===== config.mk =====
export PLATFORM = sky130hd
export DESIGN_NAME = riscv_decode_ctrl_flat
export DESIGN_NICKNAME = d
export VERILOG_FILES = /design/src/rtl/riscv_insn_types.sv /design/src/rtl/riscv_decode_ctrl_if.sv /design/src/rtl/riscv_insn_field_extract.sv /design/src/rtl/riscv_decode_ctrl.sv /design/src/flat_wrapper.sv
export SDC_FILE = /design/constraint.sdc
export NUM_CORES = 1
export LEC_CHECK = 0
export ABC_AREA = 1
export BUFFER_PORTS_ARGS = -buffer_cell sky130_fd_sc_hd__buf_4
export CELL_PAD_IN_SITES_DETAIL_PLACEMENT = 1
export CELL_PAD_IN_SITES_GLOBAL_PLACEMENT = 1
export CORE_AREA = 2 2 129 131
export DETAILED_ROUTE_END_ITERATION = 12
export DIE_AREA = 0 0 131 133
export PLACE_DENSITY = 0.75
export SETUP_SLACK_MARGIN = 0.02
export SYNTH_ARGS = -nofsm -noshare
export SYNTH_HDL_FRONTEND = slang
export SYNTH_SLANG_ARGS = --single-unit

===== constraint.sdc =====
create_clock -name clk -period 3.6 [get_ports clk]
set_clock_uncertainty 0.15 [all_clocks]
set_input_delay 0.72 -clock clk [delete_from_list [all_inputs] [get_ports clk]]
set_output_delay 0.72 -clock clk [all_outputs]
set_load 0.005 [all_outputs]

===== src/rtl/riscv_insn_types.sv =====
// Shared RV32I decode types for the decode controller.
//   insn_type_e    : decoded instruction format
//   out_state_e    : occupancy of the registered output stage
//   dec_fields_t   : bundle of decoded fields held in the output stage
//   OPC_*          : recognised major opcodes
//   opcode_type()  : major opcode -> format
//   imm_decode()   : format + insn[31:7] -> sign-extended immediate
package riscv_insn_types;

  typedef enum logic [2:0] {
    INSN_R       = 3'd0,
    INSN_I       = 3'd1,
    INSN_S       = 3'd2,
    INSN_B       = 3'd3,
    INSN_U       = 3'd4,
    INSN_J       = 3'd5,
    INSN_ILLEGAL = 3'd6
  } insn_type_e;

  typedef enum logic {
    OUT_EMPTY = 1'b0,
    OUT_FULL  = 1'b1
  } out_state_e;

  typedef struct packed {
    insn_type_e  typ;
    logic [6:0]  opcode;
    logic [4:0]  rd;
    logic [4:0]  rs1;
    logic [4:0]  rs2;
    logic [2:0]  funct3;
    logic [6:0]  funct7;
    logic [31:0] imm;
    logic        illegal;
  } dec_fields_t;

  localparam logic [6:0] OPC_OP     = 7'b0110011;
  localparam logic [6:0] OPC_OP_IMM = 7'b0010011;
  localparam logic [6:0] OPC_LOAD   = 7'b0000011;
  localparam logic [6:0] OPC_JALR   = 7'b1100111;
  localparam logic [6:0] OPC_SYSTEM = 7'b1110011;
  localparam logic [6:0] OPC_STORE  = 7'b0100011;
  localparam logic [6:0] OPC_BRANCH = 7'b1100011;
  localparam logic [6:0] OPC_LUI    = 7'b0110111;
  localparam logic [6:0] OPC_AUIPC  = 7'b0010111;
  localparam logic [6:0] OPC_JAL    = 7'b1101111;

  function automatic insn_type_e opcode_type(input logic [6:0] opc);
    case (opc)
      OPC_OP:                                      return INSN_R;
      OPC_OP_IMM, OPC_LOAD, OPC_JALR, OPC_SYSTEM:  return INSN_I;
      OPC_STORE:                                   return INSN_S;
      OPC_BRANCH:                                  return INSN_B;
      OPC_LUI, OPC_AUIPC:                          return INSN_U;
      OPC_JAL:                                     return INSN_J;
      default:                                     return INSN_ILLEGAL;
    endcase
  endfunction

  // Takes insn[31:7] with its natural bit numbering so the format
  // tables below read the same as the ISA manual.
  function automatic logic [31:0] imm_decode(input insn_type_e t,
                                             input logic [31:7] h);
    case (t)
      INSN_I:  return {{20{h[31]}}, h[31:20]};
      INSN_S:  return {{20{h[31]}}, h[31:25], h[11:7]};
      INSN_B:  return {{19{h[31]}}, h[31], h[7], h[30:25], h[11:8], 1'b0};
      INSN_U:  return {h[31:12], 12'b0};
      INSN_J:  return {{11{h[31]}}, h[31], h[19:12], h[20], h[30:21], 1'b0};
      default: return 32'b0;
    endcase
  endfunction

endpackage


===== src/rtl/riscv_decode_ctrl_if.sv =====
// Handshake bundle between fetch, the decode controller and execute.
//   in_valid/in_insn/in_ready : fetch-side raw instruction handshake
//   flush                     : discard everything held
//   out_valid/out_ready       : execute-side handshake
//   out_*                     : decoded fields
// slave  : view used by the decode controller
// master : view used by the surrounding pipeline (or a bench)
interface riscv_decode_ctrl_if;
  import riscv_insn_types::*;

  logic        in_valid;
  logic [31:0] in_insn;
  logic        in_ready;
  logic        flush;
  logic        out_valid;
  logic        out_ready;
  insn_type_e  out_type;
  logic [6:0]  out_opcode;
  logic [4:0]  out_rd;
  logic [4:0]  out_rs1;
  logic [4:0]  out_rs2;
  logic [2:0]  out_funct3;
  logic [6:0]  out_funct7;
  logic [31:0] out_imm;
  logic        out_illegal;

  modport slave (
    input  in_valid, in_insn, flush, out_ready,
    output in_ready, out_valid, out_type, out_opcode, out_rd, out_rs1,
           out_rs2, out_funct3, out_funct7, out_imm, out_illegal
  );

  modport master (
    output in_valid, in_insn, flush, out_ready,
    input  in_ready, out_valid, out_type, out_opcode, out_rd, out_rs1,
           out_rs2, out_funct3, out_funct7, out_imm, out_illegal
  );

endinterface


===== src/rtl/riscv_insn_field_extract.sv =====
// Purely combinational RV32I field extraction.
//   i_insn      : raw 32-bit instruction
//   o_type      : decoded format (INSN_ILLEGAL for unknown opcodes)
//   o_opcode..  : raw register/function fields, always extracted R-style
//   o_imm       : sign-extended immediate (0 for R and ILLEGAL)
//   o_illegal   : opcode not recognised
module riscv_insn_field_extract
  import riscv_insn_types::*;
(
  input  logic [31:0] i_insn,
  output insn_type_e  o_type,
  output logic [6:0]  o_opcode,
  output logic [4:0]  o_rd,
  output logic [4:0]  o_rs1,
  output logic [4:0]  o_rs2,
  output logic [2:0]  o_funct3,
  output logic [6:0]  o_funct7,
  output logic [31:0] o_imm,
  output logic        o_illegal
);

  insn_type_e w_type;

  assign w_type    = opcode_type(i_insn[6:0]);
  assign o_type    = w_type;
  assign o_opcode  = i_insn[6:0];
  assign o_rd      = i_insn[11:7];
  assign o_funct3  = i_insn[14:12];
  assign o_rs1     = i_insn[19:15];
  assign o_rs2     = i_insn[24:20];
  assign o_funct7  = i_insn[31:25];
  assign o_imm     = imm_decode(w_type, i_insn[31:7]);
  assign o_illegal = (w_type == INSN_ILLEGAL);

endmodule


===== src/rtl/riscv_decode_ctrl.sv =====
// Decode controller: raw-instruction FIFO plus one registered stage of
// decoded fields.
//   clk   : clock, rising edge
//   rst_n : asynchronous active-low reset
//   bus   : fetch/execute handshakes and decoded outputs (slave view)
// QDEPTH is the FIFO depth (2 or 4); with the output stage the block
// holds at most QDEPTH+1 instructions.
//
// Output stage state:
//   state     | meaning
//   OUT_EMPTY | no decoded instruction held, out_valid low
//   OUT_FULL  | decoded fields held, out_valid high until taken
module riscv_decode_ctrl
  import riscv_insn_types::*;
#(
  parameter int QDEPTH = 2
) (
  input logic                clk,
  input logic                rst_n,
  riscv_decode_ctrl_if.slave bus
);

  localparam int PTR_W = $clog2(QDEPTH);
  localparam int CNT_W = $clog2(QDEPTH + 1);
  localparam logic [CNT_W-1:0] CNT_MAX = CNT_W'(QDEPTH);

  logic [31:0]      r_mem [QDEPTH];
  logic [PTR_W-1:0] r_wr_ptr;
  logic [PTR_W-1:0] r_rd_ptr;
  logic [CNT_W-1:0] r_count;
  logic             r_rdy_en;
  out_state_e       r_state;
  out_state_e       w_state_nxt;
  dec_fields_t      r_out;

  logic        w_in_ready;
  logic        w_in_xfer;
  logic        w_out_xfer;
  logic        w_out_free;
  logic        w_fifo_empty;
  logic        w_bypass;
  logic        w_push;
  logic        w_pop;
  logic        w_load;
  logic [31:0] w_sel_insn;
  dec_fields_t w_dec;

  insn_type_e  w_type;
  logic [6:0]  w_opcode;
  logic [4:0]  w_rd;
  logic [4:0]  w_rs1;
  logic [4:0]  w_rs2;
  logic [2:0]  w_funct3;
  logic [6:0]  w_funct7;
  logic [31:0] w_imm;
  logic        w_illegal;

  // r_rdy_en keeps in_ready low until the first edge after reset release.
  assign w_fifo_empty = (r_count == '0);
  assign w_in_ready   = r_rdy_en && !bus.flush && (r_count < CNT_MAX);
  assign w_in_xfer    = bus.in_valid && w_in_ready;
  assign w_out_xfer   = (r_state == OUT_FULL) && bus.out_ready;
  assign w_out_free   = (r_state == OUT_EMPTY) || w_out_xfer;
  assign w_bypass     = w_in_xfer && w_fifo_empty && w_out_free;
  assign w_push       = w_in_xfer && !w_bypass;
  assign w_pop        = !bus.flush && w_out_free && !w_fifo_empty;
  assign w_load       = w_bypass || w_pop;

  // When the FIFO holds anything its head is older than the input.
  assign w_sel_insn = w_fifo_empty ? bus.in_insn : r_mem[r_rd_ptr];

  riscv_insn_field_extract u_extract (
    .i_insn    (w_sel_insn),
    .o_type    (w_type),
    .o_opcode  (w_opcode),
    .o_rd      (w_rd),
    .o_rs1     (w_rs1),
    .o_rs2     (w_rs2),
    .o_funct3  (w_funct3),
    .o_funct7  (w_funct7),
    .o_imm     (w_imm),
    .o_illegal (w_illegal)
  );

  assign w_dec = {w_type, w_opcode, w_rd, w_rs1, w_rs2, w_funct3,
                  w_funct7, w_imm, w_illegal};

  // Depth is a power of two, so pointers wrap by natural overflow.
  always_ff @(posedge clk or negedge rst_n) begin
    if (!rst_n) begin
      r_wr_ptr <= '0;
      r_rd_ptr <= '0;
      r_count  <= '0;
      r_rdy_en <= 1'b0;
    end else begin
      r_rdy_en <= 1'b1;
      if (bus.flush) begin
        r_wr_ptr <= '0;
        r_rd_ptr <= '0;
        r_count  <= '0;
      end else begin
        if (w_push) r_wr_ptr <= r_wr_ptr + PTR_W'(1);
        if (w_pop)  r_rd_ptr <= r_rd_ptr + PTR_W'(1);
        case ({w_push, w_pop})
          2'b10:   r_count <= r_count + CNT_W'(1);
          2'b01:   r_count <= r_count - CNT_W'(1);
          default: r_count <= r_count;
        endcase
      end
    end
  end

  always_ff @(posedge clk) begin
    if (w_push) r_mem[r_wr_ptr] <= bus.in_insn;
  end

  always_ff @(posedge clk or negedge rst_n) begin
    if (!rst_n) r_state <= OUT_EMPTY;
    else        r_state <= w_state_nxt;
  end

  // Flush wins over any load or transfer in the same cycle.
  always_comb begin
    w_state_nxt = r_state;
    if (bus.flush)       w_state_nxt = OUT_EMPTY;
    else if (w_load)     w_state_nxt = OUT_FULL;
    else if (w_out_xfer) w_state_nxt = OUT_EMPTY;
  end

  always_ff @(posedge clk or negedge rst_n) begin
    if (!rst_n)      r_out <= '0;
    else if (w_load) r_out <= w_dec;
  end

  assign bus.in_ready    = w_in_ready;
  assign bus.out_valid   = (r_state == OUT_FULL);
  assign bus.out_type    = r_out.typ;
  assign bus.out_opcode  = r_out.opcode;
  assign bus.out_rd      = r_out.rd;
  assign bus.out_rs1     = r_out.rs1;
  assign bus.out_rs2     = r_out.rs2;
  assign bus.out_funct3  = r_out.funct3;
  assign bus.out_funct7  = r_out.funct7;
  assign bus.out_imm     = r_out.imm;
  assign bus.out_illegal = r_out.illegal;

endmodule


===== src/flat_wrapper.sv =====
// flat-port wrapper written by rule: the top's interface ports become plain ports
module riscv_decode_ctrl_flat import riscv_insn_types::*;
#(
  parameter int QDEPTH = 2
)
  (clk, rst_n, bus_in_valid, bus_in_insn, bus_flush, bus_out_ready, bus_in_ready, bus_out_valid, bus_out_type, bus_out_opcode, bus_out_rd, bus_out_rs1, bus_out_rs2, bus_out_funct3, bus_out_funct7, bus_out_imm, bus_out_illegal);
  riscv_decode_ctrl_if bus_i ();
  input logic clk;
  input logic rst_n;
  input wire logic [$bits(bus_i.in_valid)-1:0] bus_in_valid;
  input wire logic [$bits(bus_i.in_insn)-1:0] bus_in_insn;
  input wire logic [$bits(bus_i.flush)-1:0] bus_flush;
  input wire logic [$bits(bus_i.out_ready)-1:0] bus_out_ready;
  output wire logic [$bits(bus_i.in_ready)-1:0] bus_in_ready;
  output wire logic [$bits(bus_i.out_valid)-1:0] bus_out_valid;
  output wire logic [$bits(bus_i.out_type)-1:0] bus_out_type;
  output wire logic [$bits(bus_i.out_opcode)-1:0] bus_out_opcode;
  output wire logic [$bits(bus_i.out_rd)-1:0] bus_out_rd;
  output wire logic [$bits(bus_i.out_rs1)-1:0] bus_out_rs1;
  output wire logic [$bits(bus_i.out_rs2)-1:0] bus_out_rs2;
  output wire logic [$bits(bus_i.out_funct3)-1:0] bus_out_funct3;
  output wire logic [$bits(bus_i.out_funct7)-1:0] bus_out_funct7;
  output wire logic [$bits(bus_i.out_imm)-1:0] bus_out_imm;
  output wire logic [$bits(bus_i.out_illegal)-1:0] bus_out_illegal;
  assign bus_i.in_valid = bus_in_valid;
  assign bus_i.in_insn = bus_in_insn;
  assign bus_i.flush = bus_flush;
  assign bus_i.out_ready = bus_out_ready;
  assign bus_in_ready = bus_i.in_ready;
  assign bus_out_valid = bus_i.out_valid;
  assign bus_out_type = bus_i.out_type;
  assign bus_out_opcode = bus_i.out_opcode;
  assign bus_out_rd = bus_i.out_rd;
  assign bus_out_rs1 = bus_i.out_rs1;
  assign bus_out_rs2 = bus_i.out_rs2;
  assign bus_out_funct3 = bus_i.out_funct3;
  assign bus_out_funct7 = bus_i.out_funct7;
  assign bus_out_imm = bus_i.out_imm;
  assign bus_out_illegal = bus_i.out_illegal;
  riscv_decode_ctrl #(.QDEPTH(QDEPTH)) u_core (.clk(clk), .rst_n(rst_n), .bus(bus_i));
endmodule

* After elaboration in Yosys (flattened, before gate mapping)
Memory sizes are Yosys's and may differ from the RTL's.
Index checks and enable logic that the tools add are counted.
** Storage, ports and cells
- Output and inout bits :: 70
- Memories kept :: 1
- Logic and storage cells :: 74
- Input bits :: 37
- Bits in writable memories :: 64
- Register bits after elaboration :: 74
** Cells by class
- Equal/unequal tests :: 18
- $add $sub $neg :: 4
- Muxes and demuxes :: 14
- Bitwise logic cells :: 1
- Magnitude comparators :: 1
- Reductions and logical operators :: 21
** Memory list
- u_core.r_mem :: words 2, bits a word 32, rd ports 1, clocked after Yosys merged registers in 0, write ports 1, line riscv_decode_ctrl.sv:27 : logic [31:0] r_mem [QDEPTH];
** Operators by type and width (count)
- 32-bit case mux with 5 select lines :: 1
- 32-bit two-way mux :: 1
- 7-bit equality test (second input constant) :: 4
- 7-bit by 6-bit equality test with 1-bit output (second input constant) :: 3
- 3-bit case mux with 6 select lines :: 1
- 7-bit by 5-bit equality test with 1-bit output (second input constant) :: 2
- 3-bit equality test (second input constant) :: 3
- 1-bit logical AND :: 9
- 1-bit two-way mux :: 9
- 7-bit by 2-bit equality test with 1-bit output (second input constant) :: 1
- 3-bit by 2-bit equality test with 1-bit output (second input constant) :: 2
- 3-bit nonzero test :: 2
- 2-bit case mux with 2 select lines :: 1
- 2-bit nonzero test :: 2
- 4-bit OR reduction :: 1
- 3-bit by 1-bit equality test with 1-bit output (second input constant) :: 1
- 1-bit zero test :: 3
- 1-bit adder (second input constant) :: 2
- 2-bit by 1-bit adder with 2-bit output (second input constant) :: 1
- 2-bit by 1-bit equality test with 1-bit output (second input constant) :: 1
- 2-bit equality test (second input constant) :: 1
- 2-bit zero test :: 1
- 1-bit logical OR :: 2
- 2-bit less-than comparator (second input constant) :: 1
- other kinds (4) :: 4

* Logic depth before layout (Yosys ltp)
Gate-level depths: netlist of run 1.
- Depth in word-level cells :: 11
- Gate-level depth with buffers :: 23
- Mapped depth without buffers :: 20

* Hierarchy
Synthesis of run 1 repeated with hierarchy kept, for this count alone.
** Second synthesis, totals
- Cells, all modules :: 757
- Area, all modules :: 6636.4 um2
** By module, submodules not included
- riscv_decode_ctrl :: area each 5562.8 um2, sequential area each 3773.6 um2, cells each 575, instances 1
- riscv_insn_field_extract :: area each 1073.5 um2, sequential area each 0.0 um2, cells each 182, instances 1

* Worst setup path after synthesis of run 1
Ideal clock, no wire load.
- Path kind :: input -> register
- From :: in bus_flush
- To :: mem u_core.r_mem[1][0] (enable)
- Setup slack :: 0.501 ns
- Buffers on the path :: 0
- Stages :: 5
- Library setup time :: 0.423 ns
- Data arrival time :: 2.526 ns
- Data required time :: 3.027 ns
- Cell sequence :: nor2_1 > nand2_1 > nor2_1 > inv_1 > nor2_1
** Between the ends
- Cells in the longest elaborated chain, start to end :: 10
** RTL lines
- start, declared :: line flat_wrapper.sv:12 : input wire logic [$bits(bus_i.flush)-1:0] bus_flush;
- 1-bit zero test * :: line riscv_decode_ctrl.sv:60 : assign w_in_ready = r_rdy_en && !bus.flush && (r_count < CNT_MAX);
- 1-bit logical AND * (2 in series) :: line riscv_decode_ctrl.sv:60
- 1-bit logical AND * :: line riscv_decode_ctrl.sv:61 : assign w_in_xfer = bus.in_valid && w_in_ready;
- 1-bit logical AND (2 in series) :: line riscv_decode_ctrl.sv:64 : assign w_bypass = w_in_xfer && w_fifo_empty && w_out_free;
- 1-bit zero test :: line riscv_decode_ctrl.sv:65 : assign w_push = w_in_xfer && !w_bypass;
- 1-bit logical AND * :: line riscv_decode_ctrl.sv:65
- 1-bit two-way mux * :: line riscv_decode_ctrl.sv:114 : if (w_push) r_mem[r_wr_ptr] <= bus.in_insn;
- 1-bit two-way mux (implied by the code) * :: line riscv_decode_ctrl.sv:114
- end, declared :: line riscv_decode_ctrl.sv:27
Every way passes the cells marked *; elsewhere a longest branch is shown, timed or not.

* Worst setup path in the final report of run 1
- From :: reg u_core.r_count[1]
- To :: reg u_core.r_out, in the netlist u_core.bus.out_imm[0]
** Between the ends
- Cells in the longest elaborated chain, start to end :: 7
- Elaborated cells on any way between the ends :: 29
** RTL lines
- start, declared :: line riscv_decode_ctrl.sv:30 : logic [CNT_W-1:0] r_count;
- start signal, assigned :: line riscv_decode_ctrl.sv:105 : 2'b10: r_count <= r_count + CNT_W'(1);
- start signal, assigned :: line riscv_decode_ctrl.sv:106 : 2'b01: r_count <= r_count - CNT_W'(1);
- start signal, assigned :: line riscv_decode_ctrl.sv:107 : default: r_count <= r_count;
- 2-bit zero test :: line riscv_decode_ctrl.sv:59 : assign w_fifo_empty = (r_count == '0);
- 32-bit two-way mux :: line riscv_decode_ctrl.sv:70 : assign w_sel_insn = w_fifo_empty ? bus.in_insn : r_mem[r_rd_ptr];
- 7-bit by 5-bit equality test with 1-bit output (tied with other cells) :: line riscv_insn_types.sv:49 : case (opc)
- 4-bit OR reduction / 2-bit OR reduction (equally long branches) :: line riscv_insn_types.sv:49
- 3-bit case mux with 6 select lines :: line riscv_insn_types.sv:49
- 3-bit equality test (tied with other cells) :: line riscv_insn_types.sv:64 : case (t)
- 32-bit case mux with 5 select lines :: line riscv_insn_types.sv:64
- end signal, assigned :: line riscv_decode_ctrl.sv:132 : else if (w_load) r_out <= w_dec;
- end, declared :: line riscv_decode_ctrl.sv:34 : dec_fields_t r_out;
Parallel ways exist; a longest one is shown, timed or not.
A chain may end at the register's enable or synchronous reset.

==> results of run 1 <==
-- cell usage after synthesis (all sizes together) (3+ instances only) --
| master | instances |
|---|---|
| a21oi | 51 |
| buf | 13 |
| clkbuf | 17 |
| dfrtp | 74 |
| edfxtp | 64 |
| inv | 27 |
| nand2 | 320 |
| nand3 | 14 |
| nand4 | 8 |
| nor2 | 46 |
| nor3 | 3 |
| o21ai | 15 |
-- worst register-to-register path, cell delays in order, from the launching register on --
cell and delay, ns:
sky130_fd_sc_hd__dfrtp_1 0.38, sky130_fd_sc_hd__inv_2 0.10, sky130_fd_sc_hd__nand2_4 0.18, sky130_fd_sc_hd__inv_4 0.17
sky130_fd_sc_hd__nand2_1 0.07, sky130_fd_sc_hd__nand2_1 0.17, sky130_fd_sc_hd__nand2_2 0.13, sky130_fd_sc_hd__nor2_4 0.14
sky130_fd_sc_hd__nand3_1 0.12, sky130_fd_sc_hd__nand2_1 0.21, sky130_fd_sc_hd__inv_1 0.09, sky130_fd_sc_hd__ha_1 0.28
sky130_fd_sc_hd__or2_1 0.30, sky130_fd_sc_hd__nand2_1 0.12, sky130_fd_sc_hd__inv_2 0.40, sky130_fd_sc_hd__nand2_1 0.15
sky130_fd_sc_hd__nand2_1 0.08
-- cell families after synthesis --
| family | share of synthesized area |
|---|---|
| adders and majority gates | 0.00205 |
| muxes | 0.00184 |
| buffers and inverters | 0.0430 |
| other | 0.000614 |
| DFF | 0.618 |
| and+or+nand+nor | 0.276 |
| AOI/OAI and AO/OA | 0.0584 |
-- cell type report --
cell class | instances | area, um2
clock buffers | 23 | 498
clock inverters | 9 | 61.3
fillers | 1841 | 8490
inverters | 27 | 106
multi-input cells | 466 | 2090
flip-flops and latches | 138 | 3770
well taps | 220 | 275
repair buffers | 115 | 876
-- layer usage --
layer / global-route usage / up-vias / share of wire
li1: - / 2334 / -
met4: 0.0768 / 0 / 0.019
met1: 0.273 / 2375 / 0.42
met3: 0.0421 / 24 / 0.057
met5: 0 / - / 0
met2: 0.354 / 121 / 0.50
-- power by group --
group	switching [W]	internal [W]
clock network	0.000678	0.000974
logic	0.000932	0.000538
registers	0.000138	0.00188
total	0.00175	0.00339
-- final timing paths --
| kind | start | endpoint | slack, ns |
|---|---|---|---|
| worst max-delay path | u_core.r_count[1] | u_core.bus.out_imm[0] | 0.30 |
| worst min-delay path | rst_n | u_core.bus.out_imm[24] | 0.31 |
| worst max register to register | u_core.r_count[1] | u_core.bus.out_imm[0] | 0.30 |
| worst min register to register | u_core.bus.out_funct7[2] | u_core.bus.out_funct7[2] | 0.33 |
| max in group asynchronous | rst_n | u_core.r_rd_ptr | 2.37 |
| min in group clk | u_core.bus.out_funct7[2] | u_core.bus.out_funct7[2] | 0.33 |
-- registers in the layout (all words and copies together) (netlist names) --
| register | flops |
|---|---|
| u_core.r_wr_ptr | 1 |
| u_core.bus.out_opcode | 7 |
| u_core.bus.out_rs1 | 5 |
| u_core.bus.out_funct7 | 7 |
| u_core.bus.out_funct3 | 3 |
| u_core.r_count | 2 |
| u_core.bus.out_valid | 1 |
| u_core.r_rd_ptr | 1 |
| u_core.bus.out_type | 3 |
| u_core.bus.out_rd | 5 |
| u_core.bus.out_rs2 | 5 |
| u_core.r_mem | 64 |
| u_core.bus.out_imm | 32 |
| u_core.bus.out_illegal | 1 |
| u_core.r_rdy_en | 1 |
-- repair_timing --
action | 4_1_cts | 5_1_grt
hold endpoints to repair | 0 | 0
setup buffers | 0 | 0
gates resized for setup | 0 | 1
setup endpoints to repair | 0 | 9
-- metrics by stage --
step / power [W] / worst slack (ns) / utilization / instances / instance area [um2]
6_report: 0.00514 / 0.302 / 0.475 / 998 / 7680
5_1_grt: 0.00542 / 0.0419 / 0.475 / 998 / 7680
4_1_cts: 0.00519 / 0.278 / 0.475 / 998 / 7670
3_5_place_dp: 0.00352 / 0.304 / 0.440 / 966 / 7120
3_3_place_gp: 0.00345 / 0.456 / 0.440 / 966 / 7120
2_1_floorplan: 0.00283 / 0.501 / - / 661 / 6110
==> PnR_summary.wiki, run 1 <==
{| class="wikitable"
! Metric !! Value
|-
| Outcome || finished clean
|-
| Post-DR vias/cell || 4.86
|-
| Sequential-to-total area share from yosys stat || 0.618
|-
| Number of vias after detailed routing || around 4900
|-
| # Max-Cap Violations || 0
|-
| Aggregate global routing overflow || 0
|-
| Syn Inst Count || about 660
|-
| Post-cts hold buffer count || 0
|-
| Worst IR drop on VDD || roughly 0.33 mV
|-
| 1st-iter DRT viols || between 400 and 500
|-
| Crit-path max FO || 25
|-
| Reg clk slew, reported paths || 0.06 ns
|-
| Number of global-route vias before repair || ~5300
|-
| Final routed wirelength across all metal layers || 17700 um
|-
| Maximum frequency from static timing analysis || about 300 MHz
|-
| Die height || 133 um
|-
| R2r worst-path depth || 16
|-
| Worst-margin pin slew || roughly 1.2 ns
|-
| Routability congestion estimate from global placement || 0.812
|-
| Number of enable flip-flop cells after synthesis || 64
|-
| Critical path depth || 16
|-
| Residual DRC || 0
|-
| Arrival time of data at the critical path endpoint || approximately 3.5 ns
|-
| Antenna Violating Nets Remaining || 0
|-
| Cell taking the most area after synthesis || sky130_fd_sc_hd__edfxtp_1
|-
| First-pass GRT wire length || approximately 28000 um
|-
| Number of top-level design ports || 107
|-
| H-Tree Depth || 4
|-
| YS warnings || 0
|-
| Tightest hold margin || ~0.31 ns
|-
| Average wire per cell in the routed design || between 15 and 20 um
|-
| Worst EP required || 3.81 ns
|-
| I/O Buffers || about 110
|-
| Cells taking the most area after synthesis || sky130_fd_sc_hd__edfxtp_1, sky130_fd_sc_hd__dfrtp_1, sky130_fd_sc_hd__nand2_1, sky130_fd_sc_hd__a21oi_1, sky130_fd_sc_hd__nor2_1
|-
| Post-synthesis average cell area || slightly above 9 um2
|-
| Number of antenna diodes || 0
|-
| Max incr delay on CP || roughly 0.4 ns
|-
| Most frequent cells in the layout || sky130_fd_sc_hd__nand2_1, sky130_fd_sc_hd__buf_4, sky130_fd_sc_hd__dfrtp_1, sky130_fd_sc_hd__edfxtp_1, sky130_fd_sc_hd__a21oi_1
|-
| Clock period minus final worst setup slack || 3.30 ns
|-
| Critical Path Most Common Cell || sky130_fd_sc_hd__nand2_1
|-
| Commonest non-fill, non-tap cell in the layout || sky130_fd_sc_hd__nand2_1
|-
| Cell at the root of the clock tree || sky130_fd_sc_hd__clkbuf_16
|-
| Post-synth cell types || 32
|-
| Layout overhead on the synthesized area || 25.8%
|-
| Overall global routing resource usage || 0.212
|-
| Final setup vio count || 0
|-
| Final-report hold violation count || 0
|-
| Largest buffer count on any clock path || 2
|-
| TritonRoute pass-1 iters || 4
|-
| Family with the most delay on the worst path || simple AND/OR/NAND/NOR gates
|-
| Nets@finish || approximately 800
|-
| Largest net degree at the start of global routing || 75
|-
| Syn nets || between 600 and 700
|-
| Clk_lat worst skew || 0.42 ns
|-
| Power density over the cells || around 670 nW/um2
|-
| Share of the clock period used by the worst path after layout || 0.916
|-
| HP Class || in2async
|-
| Dpl hpwl || about 12000 um
|-
| Starting density of the core || 0.378
|-
| Relative slew margins || 0.210
|-
| CTS tree || done
|-
| Fraction of synthesized cell area taken by the top area cell type || 0.315
|-
| Count of pins over their slew limit || 0
|-
| Die Span X || around 130 um
|-
| Unrepaired setup endpoints after global routing || no
|-
| Cell with the biggest individual delay on the critical path || sky130_fd_sc_hd__inv_2
|-
| Number of clock buffers inserted by TritonCTS || 17
|-
| Number of antenna violations at the first check in global routing || 0
|-
| Fraction of registers with async set or reset after synthesis || 0.536
|-
| Static leakage || around 3.8 nW
|-
| Rows || between 40 and 50
|-
| WP buf/inv || 4
|-
| Predominant post-synthesis flop cell || sky130_fd_sc_hd__dfrtp_1
|-
| CTS Sinks || 138
|-
| Cells traversed along the worst timing path || inv_2 -> nand2_4 -> inv_4 -> nand2_1 -> nand2_1 -> nand2_2 -> nor2_4 -> nand3_1 -> nand2_1 -> inv_1 -> ha_1 -> or2_1 -> nand2_1 -> inv_2 -> nand2_1 -> nand2_1
|-
| Capturing element type of the critical path || flop
|-
| Share of final-layout standard cells stronger than drive strength 1 || 0.238
|-
| Synth Cell Area || roughly 6100 um2
|-
| Area of the die || about 17000 um2
|-
| Number of register bits inferred by synthesis || between 100 and 150
|-
| Crit start category || flop
|-
| Total Neg Setup Slack || 0 ns
|-
| Critical path start-end classification || reg2reg
|-
| Core Region || ~16000 um2
|}
Note: power is estimated with default switching activity, not from simulation.
==> run 2: changes to the inputs <==
--- a/config.mk
+++ b/config.mk
@@ -12,6 +12,7 @@
 export CORE_AREA = 2 2 129 131
 export DETAILED_ROUTE_END_ITERATION = 12
 export DIE_AREA = 0 0 131 133
+export MAX_ROUTING_LAYER = met4
 export PLACE_DENSITY = 0.75
 export SETUP_SLACK_MARGIN = 0.02
 export SYNTH_ARGS = -nofsm -noshare
==> PnR_summary.wiki, run 2 (synthesis gave the netlist of run 1 again) <==
{| class="wikitable"
! Metric !! Value
|-
| Fill cells || 1841 (unchanged)
|-
| Count of pins over their slew limit || 0 (unchanged)
|-
| Commonest non-fill, non-tap cell in the layout || sky130_fd_sc_hd__nand2_1 (unchanged)
|-
| Clk_lat worst skew || 0.43 ns (was 0.42 ns)
|-
| Reg clk slew, reported paths || 0.06 ns (about the same)
|-
| Average wire per cell in the routed design || 17.8 um (was 17.7 um)
|-
| Share of the clock period used by the worst path after layout || 0.914 (was 0.916)
|-
| Most frequent cells in the layout || sky130_fd_sc_hd__nand2_1, sky130_fd_sc_hd__buf_4, sky130_fd_sc_hd__dfrtp_1, sky130_fd_sc_hd__edfxtp_1, sky130_fd_sc_hd__a21oi_1 (unchanged)
|-
| WP buf/inv || 4 (unchanged)
|-
| Overall global routing resource usage || 0.219 (was 0.212)
|-
| Maximum frequency from static timing analysis || 304 MHz (was 303 MHz)
|-
| Part of the power in combinational logic || 0.286 (about the same)
|-
| Final routed wirelength across all metal layers || 17700 um (about the same)
|-
| Cells traversed along the worst timing path || inv_2 -> nand2_4 -> inv_4 -> nand2_1 -> nand2_1 -> nand2_2 -> nor2_4 -> nand3_1 -> nand2_1 -> inv_1 -> ha_1 -> or2_1 -> nand2_1 -> inv_2 -> nand2_1 -> nand2_1 (unchanged)
|-
| R2r worst-path depth || 16 (unchanged)
|-
| Number of antenna diodes || 0 (unchanged)
|-
| Residual DRC || 0 (unchanged)
|-
| CTS tree || done (unchanged)
|-
| CTS Sinks || 138 (unchanged)
|-
| Share of power burned in the clock network || 0.322 (was 0.321)
|-
| Die Span X || 131 um (unchanged)
|-
| Crit start category || flop (unchanged)
|-
| Worst-margin pin slew || 1.20 ns (was 1.18 ns)
|-
| Layout overhead on the synthesized area || 25.8% (unchanged)
|-
| Storage cell area || 3770 um2 (unchanged)
|-
| Number of antenna violations at the first check in global routing || 0 (unchanged)
|-
| 1st-iter DRT viols || 405 (was 414)
|-
| # Max-Cap Violations || 0 (unchanged)
|-
| Starting density of the core || 0.378 (unchanged)
|-
| Routability congestion estimate from global placement || 0.824 (was 0.812)
|-
| Clock period minus final worst setup slack || 3.29 ns (was 3.30 ns)
|-
| Crit-path max FO || 25 (unchanged)
|-
| Aggregate global routing overflow || 0 (unchanged)
|-
| I/O Buffers || 106 (unchanged)
|-
| Power density over the cells || 670 nW/um2 (was 669 nW/um2)
|-
| Antenna Violating Nets Remaining || 0 (unchanged)
|-
| Number of top-level design ports || 107 (unchanged)
|-
| Number of clock buffers inserted by TritonCTS || 17 (unchanged)
|-
| Largest buffer count on any clock path || 2 (unchanged)
|-
| HP Class || in2async (unchanged)
|-
| Share of power burned in registers || 0.392 (was 0.393)
|-
| Total Neg Setup Slack || 0 ns (unchanged)
|-
| Largest net degree at the start of global routing || 75 (unchanged)
|-
| Cell with the biggest individual delay on the critical path || sky130_fd_sc_hd__inv_2 (unchanged)
|-
| First-pass GRT wire length || 27900 um (about the same)
|-
| Multi-input logic area || 2090 um2 (unchanged)
|-
| Rows || 47 (unchanged)
|-
| Family with the most delay on the worst path || simple AND/OR/NAND/NOR gates (unchanged)
|-
| Number of global-route vias before repair || 5303 (was 5297)
|-
| Worst EP required || 3.81 ns (about the same)
|-
| Largest register by flop count || u_core.r_mem (unchanged)
|-
| Final-report hold violation count || 0 (unchanged)
|-
| Core Region || 16200 um2 (unchanged)
|-
| TritonRoute pass-1 iters || 4 (unchanged)
|-
| Critical path start-end classification || reg2reg (unchanged)
|-
| Critical path depth || 16 (unchanged)
|-
| Max incr delay on CP || 0.40 ns (about the same)
|-
| Nets@finish || 803 (unchanged)
|-
| Critical Path Most Common Cell || sky130_fd_sc_hd__nand2_1 (unchanged)
|-
| H-Tree Depth || 4 (unchanged)
|-
| Power Internal || 0.00339 W (about the same)
|-
| Area of the die || 17400 um2 (unchanged)
|-
| Capturing element type of the critical path || flop (unchanged)
|-
| Static leakage || 3.82 nW (unchanged)
|-
| Post-Place Cell Area || 7120 um2 (unchanged)
|-
| Dpl hpwl || 12000 um (unchanged)
|-
| Relative slew margins || 0.202 (was 0.210)
|-
| Proportion of total power due to net switching || 0.341 (was 0.340)
|-
| Cell area after layout || 7680 um2 (unchanged)
|-
| Number of flip-flops in the largest register || 64 (unchanged)
|-
| Cell at the root of the clock tree || sky130_fd_sc_hd__clkbuf_16 (unchanged)
|-
| Final setup vio count || 0 (unchanged)
|-
| Die height || 133 um (unchanged)
|-
| Worst IR drop on VDD || 0.333 mV (was 0.332 mV)
|-
| Post-cts hold buffer count || 0 (unchanged)
|-
| Arrival time of data at the critical path endpoint || 3.50 ns (about the same)
|-
| Number of vias after detailed routing || 4881 (was 4854)
|-
| Post-DR vias/cell || 4.89 (was 4.86)
|-
| Net switching power || 0.00176 W (was 0.00175 W)
|-
| Outcome || finished clean (unchanged)
|-
| Share of final-layout standard cells stronger than drive strength 1 || 0.238 (unchanged)
|-
| Unrepaired setup endpoints after global routing || no (unchanged)
|}
run 2: timing repair:
item	in CTS	in global routing
gates resized for setup	0	1
setup buffers	0	0
endpoints found under the setup margin	0	9
run 2: power groups by stage:
stage | clock network [W] | logic, W | registers [W]
finish | 0.00166 | 0.00147 | 0.00202
floorplan | 0 | 0.000803 | 0.00203
global route | 0.00174 | 0.00164 | 0.00204
detailed placement | 0 | 0.00148 | 0.00205
CTS | 0.00168 | 0.00149 | 0.00202
global placement | 0 | 0.00140 | 0.00204
run 2: cell type report:
class	instances	share of cell area
clock inverter	9	0.00798
multi-input combinational	466	0.272
timing repair buffer	115	0.114
sequential	138	0.491
inverter	27	0.0138
tap	220	0.0358
clock buffer	23	0.0648
run 2: worst reg2reg max path, cell delays in order, from the launching register on:
cell                      delay, ns
sky130_fd_sc_hd__dfrtp_1       0.38
sky130_fd_sc_hd__inv_2         0.10
sky130_fd_sc_hd__nand2_4       0.18
sky130_fd_sc_hd__inv_4         0.18
sky130_fd_sc_hd__nand2_1       0.07
sky130_fd_sc_hd__nand2_1       0.17
sky130_fd_sc_hd__nand2_2       0.13
sky130_fd_sc_hd__nor2_4        0.14
sky130_fd_sc_hd__nand3_1       0.12
sky130_fd_sc_hd__nand2_1       0.20
sky130_fd_sc_hd__inv_1         0.09
sky130_fd_sc_hd__ha_1          0.27
sky130_fd_sc_hd__or2_1         0.30
sky130_fd_sc_hd__nand2_1       0.12
sky130_fd_sc_hd__inv_2         0.40
sky130_fd_sc_hd__nand2_1       0.15
sky130_fd_sc_hd__nand2_1       0.08
run 2: path summary, 6_finish.rpt:
check / slack, ns / endpoint / startpoint
setup / recovery: 0.31 / u_core.bus.out_imm[4] / u_core.r_count[1]
hold / removal: 0.31 / u_core.bus.out_imm[24] / rst_n
setup reg to reg: 0.31 / u_core.bus.out_imm[4] / u_core.r_count[1]
hold reg to reg: 0.33 / u_core.bus.out_funct7[2] / u_core.bus.out_funct7[2]
max in group asynchronous: 2.36 / u_core.r_count[1] / rst_n
min in group clk: 0.33 / u_core.bus.out_funct7[2] / u_core.bus.out_funct7[2]
run 2: metrics by stage:
| step | util | worst slack, ns | power, W | hold slack (ns) | instances |
|---|---|---|---|---|---|
| after global routing | 0.475 | 0.0407 | 0.00542 | 0.330 | 998 |
| final | 0.475 | 0.310 | 0.00515 | 0.312 | 998 |
| after detailed placement | 0.440 | 0.304 | 0.00352 | 0.317 | 966 |
| after floorplan | - | 0.501 | 0.00283 | 0.274 | 661 |
| after CTS | 0.475 | 0.278 | 0.00519 | 0.323 | 998 |
| after global placement | 0.440 | 0.456 | 0.00345 | 0.310 | 966 |
run 2: metal layers:
layer / GRT usage / part of all wire
met5: - / 0
met1: 0.272 / 0.43
met3: 0.0416 / 0.047
met2: 0.356 / 0.50
met4: 0.0768 / 0.019
==> run 3: changes to the inputs <==
--- a/config.mk
+++ b/config.mk
@@ -9,11 +9,12 @@
 export BUFFER_PORTS_ARGS = -buffer_cell sky130_fd_sc_hd__buf_4
 export CELL_PAD_IN_SITES_DETAIL_PLACEMENT = 1
 export CELL_PAD_IN_SITES_GLOBAL_PLACEMENT = 1
-export CORE_AREA = 2 2 129 131
+export CORE_AREA = 2 2 121 123
+export CTS_BUF_LIST = sky130_fd_sc_hd__clkbuf_8
 export DETAILED_ROUTE_END_ITERATION = 12
-export DIE_AREA = 0 0 131 133
+export DIE_AREA = 0 0 123 125
 export MAX_ROUTING_LAYER = met4
-export PLACE_DENSITY = 0.75
+export PLACE_DENSITY = 0.83
 export SETUP_SLACK_MARGIN = 0.02
 export SYNTH_ARGS = -nofsm -noshare
 export SYNTH_HDL_FRONTEND = slang
==> PnR_summary.wiki, run 3 (synthesis gave the netlist of run 1 again) <==
{| class="wikitable"
! Metric !! Value
|-
| Die height || 125 um (was 133 um)
|-
| Largest register by flop count || u_core.r_mem (unchanged)
|-
| CTS tree || done (unchanged)
|-
| HP Class || in2async (unchanged)
|-
| Outcome || finished clean (unchanged)
|-
| Unrepaired setup endpoints after global routing || yes (was no)
|-
| I/O Buffers || 106 (unchanged)
|-
| WP buf/inv || 3 (was 4)
|-
| Power density over the cells || 643 nW/um2 (was 670 nW/um2)
|-
| First-pass GRT wire length || 27600 um (was 27900 um)
|-
| Final-report hold violation count || 0 (unchanged)
|-
| Overall global routing resource usage || 0.244 (was 0.219)
|-
| Proportion of total power due to net switching || 0.355 (was 0.341)
|-
| Post-DR vias/cell || 5.24 (was 4.89)
|-
| H-Tree Depth || 4 (unchanged)
|-
| Cell with the biggest individual delay on the critical path || sky130_fd_sc_hd__dfrtp_1 (was sky130_fd_sc_hd__inv_2)
|-
| Antenna Violating Nets Remaining || 0 (unchanged)
|-
| Aggregate global routing overflow || 0 (unchanged)
|-
| Core Region || 14200 um2 (was 16200 um2)
|-
| Number of antenna diodes || 0 (unchanged)
|-
| Layout overhead on the synthesized area || 22.9% (was 25.8%)
|-
| Total Neg Setup Slack || 0 ns (unchanged)
|-
| Critical Path Most Common Cell || sky130_fd_sc_hd__nand2_1 (unchanged)
|-
| Most frequent cells in the layout || sky130_fd_sc_hd__nand2_1, sky130_fd_sc_hd__buf_4, sky130_fd_sc_hd__dfrtp_1, sky130_fd_sc_hd__edfxtp_1, sky130_fd_sc_hd__a21oi_1 (unchanged)
|-
| Worst-margin pin slew || 1.03 ns (was 1.20 ns)
|-
| Arrival time of data at the critical path endpoint || 3.54 ns (was 3.50 ns)
|-
| Number of top-level design ports || 107 (unchanged)
|-
| Clk_lat worst skew || 0.46 ns (was 0.43 ns)
|-
| Reg clk slew, reported paths || 0.08 ns (was 0.06 ns)
|-
| Net switching power || 0.00171 W (was 0.00176 W)
|-
| # Max-Cap Violations || 0 (unchanged)
|-
| Share of final-layout standard cells stronger than drive strength 1 || 0.240 (was 0.238)
|-
| Number of clock buffers inserted by TritonCTS || 17 (unchanged)
|-
| Minimum setup slack in the final design || 0.308 ns (was 0.310 ns)
|-
| 1st-iter DRT viols || 263 (was 405)
|-
| Routability congestion estimate from global placement || 0.827 (was 0.824)
|-
| Crit-path max FO || 21 (was 25)
|-
| Power consumption || 0.00482 W (was 0.00515 W)
|-
| Max incr delay on CP || 0.40 ns (about the same)
|-
| Number of global-route vias before repair || 5214 (was 5303)
|-
| Dpl hpwl || 12200 um (was 12000 um)
|-
| Worst EP required || 3.85 ns (was 3.81 ns)
|-
| Final setup vio count || 0 (unchanged)
|-
| Starting density of the core || 0.430 (was 0.378)
|-
| Clock period minus final worst setup slack || 3.29 ns (about the same)
|-
| Share of power burned in registers || 0.418 (was 0.392)
|-
| Cells traversed along the worst timing path || inv_2 -> nand2_4 -> inv_6 -> nand2_1 -> nand2_1 -> nand2_2 -> nor2_4 -> nand3_1 -> nand2_1 -> inv_1 -> ha_1 -> nand2_2 -> nor2_4 -> nor2_8 -> nand2_1 -> nor2_4 -> nand2_1 -> nand2_1 -> nand2_1 -> nand2_1 (was inv_2 -> nand2_4 -> inv_4 -> nand2_1 -> nand2_1 -> nand2_2 -> nor2_4 -> nand3_1 -> nand2_1 -> inv_1 -> ha_1 -> or2_1 -> nand2_1 -> inv_2 -> nand2_1 -> nand2_1)
|-
| Post-cts hold buffer count || 0 (unchanged)
|-
| Family with the most delay on the worst path || simple AND/OR/NAND/NOR gates (unchanged)
|-
| Largest net degree at the start of global routing || 75 (unchanged)
|-
| Area of the die || 15400 um2 (was 17400 um2)
|-
| Largest buffer count on any clock path || 2 (unchanged)
|-
| Share of the clock period used by the worst path after layout || 0.914 (about the same)
|-
| Critical path start-end classification || reg2reg (unchanged)
|-
| Final routed wirelength across all metal layers || 17500 um (was 17700 um)
|-
| Rows || 44 (was 47)
|-
| Capturing element type of the critical path || flop (unchanged)
|-
| Commonest non-fill, non-tap cell in the layout || sky130_fd_sc_hd__nand2_1 (unchanged)
|-
| Number of flip-flops in the largest register || 64 (unchanged)
|-
| Share of power burned in the clock network || 0.274 (was 0.322)
|-
| Power Internal || 0.00311 W (was 0.00339 W)
|-
| Worst IR drop on VDD || 0.246 mV (was 0.333 mV)
|-
| Worst slack, placed || 0.231 ns (was 0.304 ns)
|-
| Cell at the root of the clock tree || sky130_fd_sc_hd__clkbuf_8 (was sky130_fd_sc_hd__clkbuf_16)
|-
| TritonRoute pass-1 iters || 4 (unchanged)
|-
| Relative slew margins || 0.303 (was 0.202)
|-
| Part of the power in combinational logic || 0.309 (was 0.286)
|-
| CTS Sinks || 138 (unchanged)
|-
| Maximum frequency from static timing analysis || 304 MHz (about the same)
|-
| Static leakage || 3.76 nW (was 3.82 nW)
|-
| Residual DRC || 0 (unchanged)
|-
| Average wire per cell in the routed design || 18.1 um (was 17.8 um)
|-
| Die Span X || 123 um (was 131 um)
|-
| Number of antenna violations at the first check in global routing || 0 (unchanged)
|-
| Count of pins over their slew limit || 0 (unchanged)
|-
| Nets@finish || 805 (was 803)
|-
| Crit start category || flop (unchanged)
|-
| Number of vias after detailed routing || 5051 (was 4881)
|}
run 3: power groups by stage:
stage	clock network [W]	registers [W]	logic, W
final	0.00132	0.00202	0.00149
after global routing	0.00140	0.00204	0.00164
after CTS	0.00133	0.00202	0.00150
after detailed placement	0	0.00205	0.00148
after global placement	0	0.00204	0.00141
after floorplan	0	0.00203	0.000803
run 3: final cells by class:
cell class              count  area [um2]
clock inverters            15         176
clock buffers              17         234
flip-flops and latches    138        3770
repair buffers            117         891
fillers                  1664        6700
inverters                  27         111
well taps                 184         230
multi-input cells         466        2090
run 3: per-stage QoR:
step / util / instances / hold WS (ns) / instance area, um2
final: 0.528 / 964 / 0.261 / 7500
after global routing: 0.528 / 964 / 0.283 / 7500
after CTS: 0.527 / 964 / 0.282 / 7490
after detailed placement: 0.499 / 932 / 0.311 / 7080
after global placement: 0.499 / 932 / 0.312 / 7080
after floorplan: - / 661 / 0.274 / 6110
run 3: routing by layer:
metal,routed length [um],global-route usage
met1,7300,0.302
met2,8740,0.382
met3,758,0.0516
met4,675,0.116
met5,0,-
run 3: path summary, 6_finish.rpt:
path | startpoint | to | slack, ns | cells past startpoint
min in group clk | bus_in_insn[15] | u_core.r_mem[1][15] | 0.30 | 1
setup reg to reg | u_core.r_count[1] | u_core.bus.out_imm[29] | 0.31 | 20
setup / recovery | u_core.r_count[1] | u_core.bus.out_imm[29] | 0.31 | 20
hold reg to reg | u_core.bus.out_funct3[1] | u_core.bus.out_funct3[1] | 0.33 | 2
hold / removal | rst_n | u_core.bus.out_imm[24] | 0.26 | 1
max in group asynchronous | rst_n | u_core.bus.out_opcode[6] | 2.40 | 1
run 3: repair_timing:
action,4_1_cts,5_1_grt
buffers inserted,0,0
endpoints found under the setup margin,0,25
gates resized for setup,0,5
